<file path="config.mk">
export PLATFORM = sky130hd
export DESIGN_NAME = aes_req_arbiter
export DESIGN_NICKNAME = d
export VERILOG_FILES = /design/src/rtl/aes_req_arbiter.sv
export SDC_FILE = /design/constraint.sdc
export NUM_CORES = 1
export LEC_CHECK = 0
export ABC_AREA = 1
export CAP_MARGIN = 30
export CORE_AREA = 2 2 400 402
export DETAILED_ROUTE_END_ITERATION = 16
export DIE_AREA = 0 0 402 404
export PLACE_DENSITY_LB_ADDON = 0.3
export SYNTH_ARGS = -nofsm -noshare
export SYNTH_HDL_FRONTEND = slang
export SYNTH_SLANG_ARGS = --single-unit
</file>
<file path="constraint.sdc">
create_clock -name clk -period 10.78 [get_ports clk]
set_input_delay 2.695 -clock clk [delete_from_list [all_inputs] [get_ports clk]]
set_output_delay 2.695 -clock clk [all_outputs]
set_load 0.1 [all_outputs]
</file>
<file path="src/rtl/aes_req_arbiter.sv">
// Two-requester front end for a fully pipelined AES-128 core: round-robin issue,
// bubble insertion and a {valid,id} tag pipe that returns each ciphertext to its owner.
module aes_req_arbiter #(
    parameter int LATENCY = 11,
    parameter int DW      = 128
) (
    input  logic          clk,
    input  logic          rst,
    input  logic          req0_valid,
    input  logic [DW-1:0] req0_p,
    input  logic [DW-1:0] req0_k,
    output logic          req0_ready,
    input  logic          req1_valid,
    input  logic [DW-1:0] req1_p,
    input  logic [DW-1:0] req1_k,
    output logic          req1_ready,
    input  logic          hold,
    output logic [DW-1:0] aes_p,
    output logic [DW-1:0] aes_k,
    input  logic [DW-1:0] aes_c,
    output logic          rsp_valid,
    output logic          rsp_id,
    output logic [DW-1:0] rsp_c,
    output logic [3:0]    inflight,
    output logic          idle
);

    // One tag stage per cycle between the handshake and the core result appearing on C.
    localparam int STAGES = LATENCY + 1;

    logic                handshake;
    logic                grant_id;
    logic                prio_q, prio_d;
    logic [DW-1:0]       aes_p_q, aes_p_d;
    logic [DW-1:0]       aes_k_q, aes_k_d;
    logic [STAGES-1:0]   tag_valid_q, tag_valid_d;
    logic [STAGES-1:0]   tag_id_q, tag_id_d;
    logic [3:0]          inflight_q, inflight_d;

    // prio_q names the requester that wins when both are valid.
    always_comb begin
        handshake = !hold && (req0_valid || req1_valid);
        if (req0_valid && req1_valid) begin
            grant_id = prio_q;
        end else begin
            grant_id = req1_valid;
        end
    end

    assign req0_ready = handshake && !grant_id;
    assign req1_ready = handshake && grant_id;

    always_comb begin
        prio_d  = prio_q;
        aes_p_d = '0;
        aes_k_d = '0;
        if (handshake) begin
            prio_d  = ~grant_id;
            aes_p_d = grant_id ? req1_p : req0_p;
            aes_k_d = grant_id ? req1_k : req0_k;
        end
        // The id bit is only set for real blocks so bubbles leave rsp_id at 0.
        tag_valid_d = {tag_valid_q[STAGES-2:0], handshake};
        tag_id_d    = {tag_id_q[STAGES-2:0], handshake & grant_id};
        inflight_d  = inflight_q + {3'b000, handshake} - {3'b000, tag_valid_q[STAGES-1]};
    end

    always_ff @(posedge clk or posedge rst) begin
        if (rst) begin
            prio_q      <= 1'b0;
            aes_p_q     <= '0;
            aes_k_q     <= '0;
            tag_valid_q <= '0;
            tag_id_q    <= '0;
            inflight_q  <= '0;
        end else begin
            prio_q      <= prio_d;
            aes_p_q     <= aes_p_d;
            aes_k_q     <= aes_k_d;
            tag_valid_q <= tag_valid_d;
            tag_id_q    <= tag_id_d;
            inflight_q  <= inflight_d;
        end
    end

    assign aes_p     = aes_p_q;
    assign aes_k     = aes_k_q;
    assign rsp_valid = tag_valid_q[STAGES-1];
    assign rsp_id    = tag_id_q[STAGES-1];
    assign rsp_c     = aes_c;
    assign inflight  = inflight_q;
    assign idle      = (inflight_q == 4'd0) && !handshake;

`ifndef SYNTHESIS
    a_one_ready: assert property (@(posedge clk) disable iff (rst)
        !(req0_ready && req1_ready));
    a_inflight_bound: assert property (@(posedge clk) disable iff (rst)
        inflight_q <= 4'(STAGES));
    a_no_underflow: assert property (@(posedge clk) disable iff (rst)
        !(inflight_q == 4'd0 && rsp_valid));
`endif

endmodule
</file>
# Word level (Yosys, flattened, before mapping)
# Cells that the tools add are included.
# word_totals
reg_bits	285
latch_bits	0
ram_bits	0
romBits	0
input_bits	645
out_inout_bits	393
wordCells	25
memories	0
# op_classes
addsub	2
n_mul	0
div	0
order_cmp	0
eq_ne	0
n_shift	0
muxes	5
bitwise	2
n_reduce_logical	10
# ops
op	count
$mux W128	4
$logic_and A1 B1 Y1	5
$add A4 B1 Y4	1
$logic_not A4 Y1	1
$sub A4 B1 Y4	1
$logic_not A1 Y1	3
$and A1 B1 Y1	1
$logic_or A1 B1 Y1	1
$mux W1	1
$not A1 Y1	1

# Longest topological paths before layout
# logic_depth
depth_word	4
ltp_mapped	13
ltp_nobuf	11

# Worst setup path before layout
# OpenSTA, ideal clock, no wires.
# synth_path
path_type	input to output
startpoint	in req1_valid
endpoint	out req1_ready
arrival_time_ps	4506
t_required_ps	8085
slack_ps	3579
cell_stages	5
path_buffers	3
cell_sequence	buf_4 > nand2_2 > buf_4 > buf_2 > nor2_1
# synth_between
elab_chain_cells	3
elab_cells_between_ends	5
cone_classes	1 x mux; 4 x reduce/logical
# synth_lines
item	line	rtl
start, declared	13	input logic req1_valid,
$logic_and A1 B1 Y1 or $logic_or A1 B1 Y1 (tied branches)	43, 42	
$mux W1 or $logic_and A1 B1 Y1 (tied branches)	43, 42	
$logic_and A1 B1 Y1 (*)	51	assign req1_ready = handshake && grant_id;
end, declared	16	output logic req1_ready,
# Every way passes the cells marked *; elsewhere a longest branch is shown, timed or not.

# Final worst setup path
# layout_path
startpoint	in req0_valid
endpoint	out req0_ready
# layout_between
elab_chain_cells	4
elab_cells_between_ends	6
cone_classes	1 x mux; 5 x reduce/logical
# layout_lines
item	line	rtl
start, declared	9	input logic req0_valid,
$logic_and A1 B1 Y1	43	if (req0_valid && req1_valid) begin
$mux W1	43	
$logic_not A1 Y1	50	assign req0_ready = handshake && !grant_id;
$logic_and A1 B1 Y1 (*)	50	
end, declared	12	output logic req0_ready,
# Marked as above.

==> key figures <==
Outcome
  • Status: completed

Floorplanning
  • Ports: 1,038
  • Row count: 146
  • Die Height: 404 µm
  • Die Wd: 402 µm
  • Core Area: 157,800 µm²
  • Die area: 162,400 µm²
  • Initial core utilization: 8.134%

Setup path
  • Critical Path Fanout Max: 87
  • Reg2Reg Depth: 7
  • RR Startpoint: prio_q$_DFFE_PP0P_
  • CP Launch Point: req0_valid
  • Arr. time, crit path: 5.64 ns
  • Critical path endpoint category: primary output
  • Stages on worst setup path: 6
  • CP Class: in -> out
  • Critical path launch point type: input pin
  • Worst path max stage delay: 1.13 ns
  • CP required: 8.09 ns
  • Crit path max-delay cell type: clkdlybuf4s50_1
  • CP Cell Sequence: clkdlybuf4s50_1 -> nand2_8 -> nand2_8 -> nand2_1 -> inv_1 -> clkdlybuf4s50_1
  • Worst Path Buf+Inv: 3
  • Family with the most delay on the worst path: buffers and inverters

Route
  • Detailed Routing Iterations Pass 1: 5
  • Drt initial violations: 804
  • Routed WL: 100,800 µm
  • Antenna viol nets, final: 0
  • Via count: 13,240
  • Via density: 3.248
  • Wire length per cell: 24.74 µm
  • Drt drc: 0

Global routing
  • Initial antenna violation count: 31
  • Vias in the first global route: 13,580
  • Tot GR Track Use: 11.78%
  • Largest net degree at the start of global routing: 143
  • Wire length of the first global-routing pass: 130,500 µm
  • Grt ovf: 0

Job
  • Max Cap Viol: 0

Finish
  • Fraction of layout cells with a size suffix above 1: 6.903%
  • Synthesis-to-layout area growth: 87.05%
  • Nets@finish: 2,616
  • Post-route cell area: 24,010 µm²
  • Fin cells: 4,076
  • Filler cells: 17,890

CTS
  • Inserted Clock Buffers: 43
  • CTS tree: done
  • CTS resizes: 0
  • Later-pin clock latency in the skew report: 0.63 ns
  • H-tree depth: 2
  • Sink Count: 285
  • Clock-pin transition on the worst setup and hold timing paths: 0.07 ns
  • CTS root buf: clkbuf_16
  • Clock buffer depth: 3
  • Hold_buf cts: 0
  • Setup Fix Bufs, Post-CTS: 0

Timing
  • Slew margin rel.: 30.46%
  • RSZ-0062 raised after global routing: false
  • Final Hold Vio Count: 0
  • Skew final: 0.02584 ns
  • Slew @ Worst Pin: 1.040 ns
  • Count of final setup violators: 0
  • Final period demand of the worst path: 8.333 ns
  • Final Slew Violations: 0
  • Setup_tns: 0 ns
  • Fin crit share: 77.30%
  • Max Clock Freq: 120.0 MHz

Yosys
  • Post-Synthesis Cells: 1,360
  • Yosys warnings: 0
  • Syn_area_per_cell: 9.439 µm²
  • Synthesized flop and latch total: 285
  • Post-Syn Area: 12,840 µm²
  • Post-synthesis sequential area ratio: 55.56%
  • Synth unique cells: 18
  • Synth Net Count: 2,011

Placement
  • Final HPWL DP: 78,190 µm
  • GP Congestion: 0.8659
  • Inst Count DP: 3,987
  • Placed cell area: 22,430 µm²
  • I/O Buffers: 781

Pwr
  • P_leak: 10.07 nW
  • Max VDD drop: 0.1585 mV
  • P per Cell Area: 169.0 nW/µm²

Min path
  • Hold-critical path depth: 0
  • Hold Crit Class: reg -> reg
  • Min-delay src: tag_id_q[3]$_DFF_PP0_
worst paths after layout:
kind	to	slack [ns]
max	req0_ready	2.45
min	tag_id_q[4]$_DFF_PP0_	0.31
max reg2reg	aes_p[8]$_DFF_PP0_	7.23
min reg2reg	tag_id_q[4]$_DFF_PP0_	0.31
max in group asynchronous	aes_k[38]$_DFF_PP0_	6.70
min in group asynchronous	aes_p[92]$_DFF_PP0_	2.62
layout make-up:
cell class                      count  area [µm²]  area share, %
Clock inverter                     17       236.5         0.9848
Antenna cell                        5       12.51        0.05211
Clock buffer                       62        1197          4.987
Multi-Input combinational cell    793        4064          16.92
Sequential cell                   285        7132          29.70
Inverter                           13       63.81         0.2657
Timing Repair Buffer              829        8713          36.29
Tap cell                         2072        2592          10.80
metal layers:
metal / GRT usage [%] / up-vias / wire length (µm)
met1: 12.83 / 6429 / 37260
met3: 4.663 / 216 / 9672
met2: 19.89 / 737 / 48450
met5: 0 / - / 77
li1: - / 5843 / -
met4: 5.758 / 14 / 5367
cells in the mapped netlist (all sizes together):
master    n  area [µm²]
buf     230        1474
dfrtp   285        7132
nand3   257        1286
clkbuf   39       146.4
o21ai     1       5.000
or2       1       6.260
fa        1       20.02
nor2      6       46.29
nand4   256        1602
nand2   265       999.7
inv      13       48.80
xnor2     1       8.760
ha        5       62.56
metrics by stage:
step / util, % / power (mW) / setup slack [ns] / hold WS, ns
finish: 15.21 / 4.058 / 2.447 / 0.3140
global route: 15.21 / 4.235 / 2.299 / 0.3303
CTS: 15.12 / 4.152 / 2.332 / 0.3137
detailed placement: 14.21 / 2.598 / 2.333 / 0.3347
global placement: 13.81 / 2.557 / 2.316 / 0.3331
floorplan: - / 2.264 / 0.2211 / 0.3312
state kept, by name, summed over array words and instances, names as in the netlist:
| register | cells |
|---|---|
| aes_k | 128 |
| aes_p | 128 |
| inflight | 4 |
| prio_q | 1 |
| tag_id_q | 12 |
| tag_valid_q | 12 |
cell families after synthesis:
| group | count (synthesis) | synth area share [%] |
|---|---|---|
| AOI/OAI and AO/OA | 1 | 0.03895 |
| xor gates and xnor gates | 1 | 0.06824 |
| adders and majority gates | 6 | 0.6433 |
| buffers and inverters | 282 | 13.00 |
| DFF | 285 | 55.56 |
| and+or+nand+nor | 785 | 30.69 |
power breakdown:
part	switching, mW	internal, mW
combinational	0.969	0.410
clock	0.630	0.856
sequential	0.0351	1.16
cells in the final DEF, fill, tap and decap left out, drive strengths merged, types with 3 or more instances in the layout:
master / n
diode: 5
clkdlybuf4s50: 763
clkbuf: 62
bufinv: 3
nor2: 6
dfrtp: 285
nand3: 257
nand4: 256
buf: 66
nand2: 265
inv: 15
ha: 5
clkinv: 11
Power figures use the tool's default switching activity.
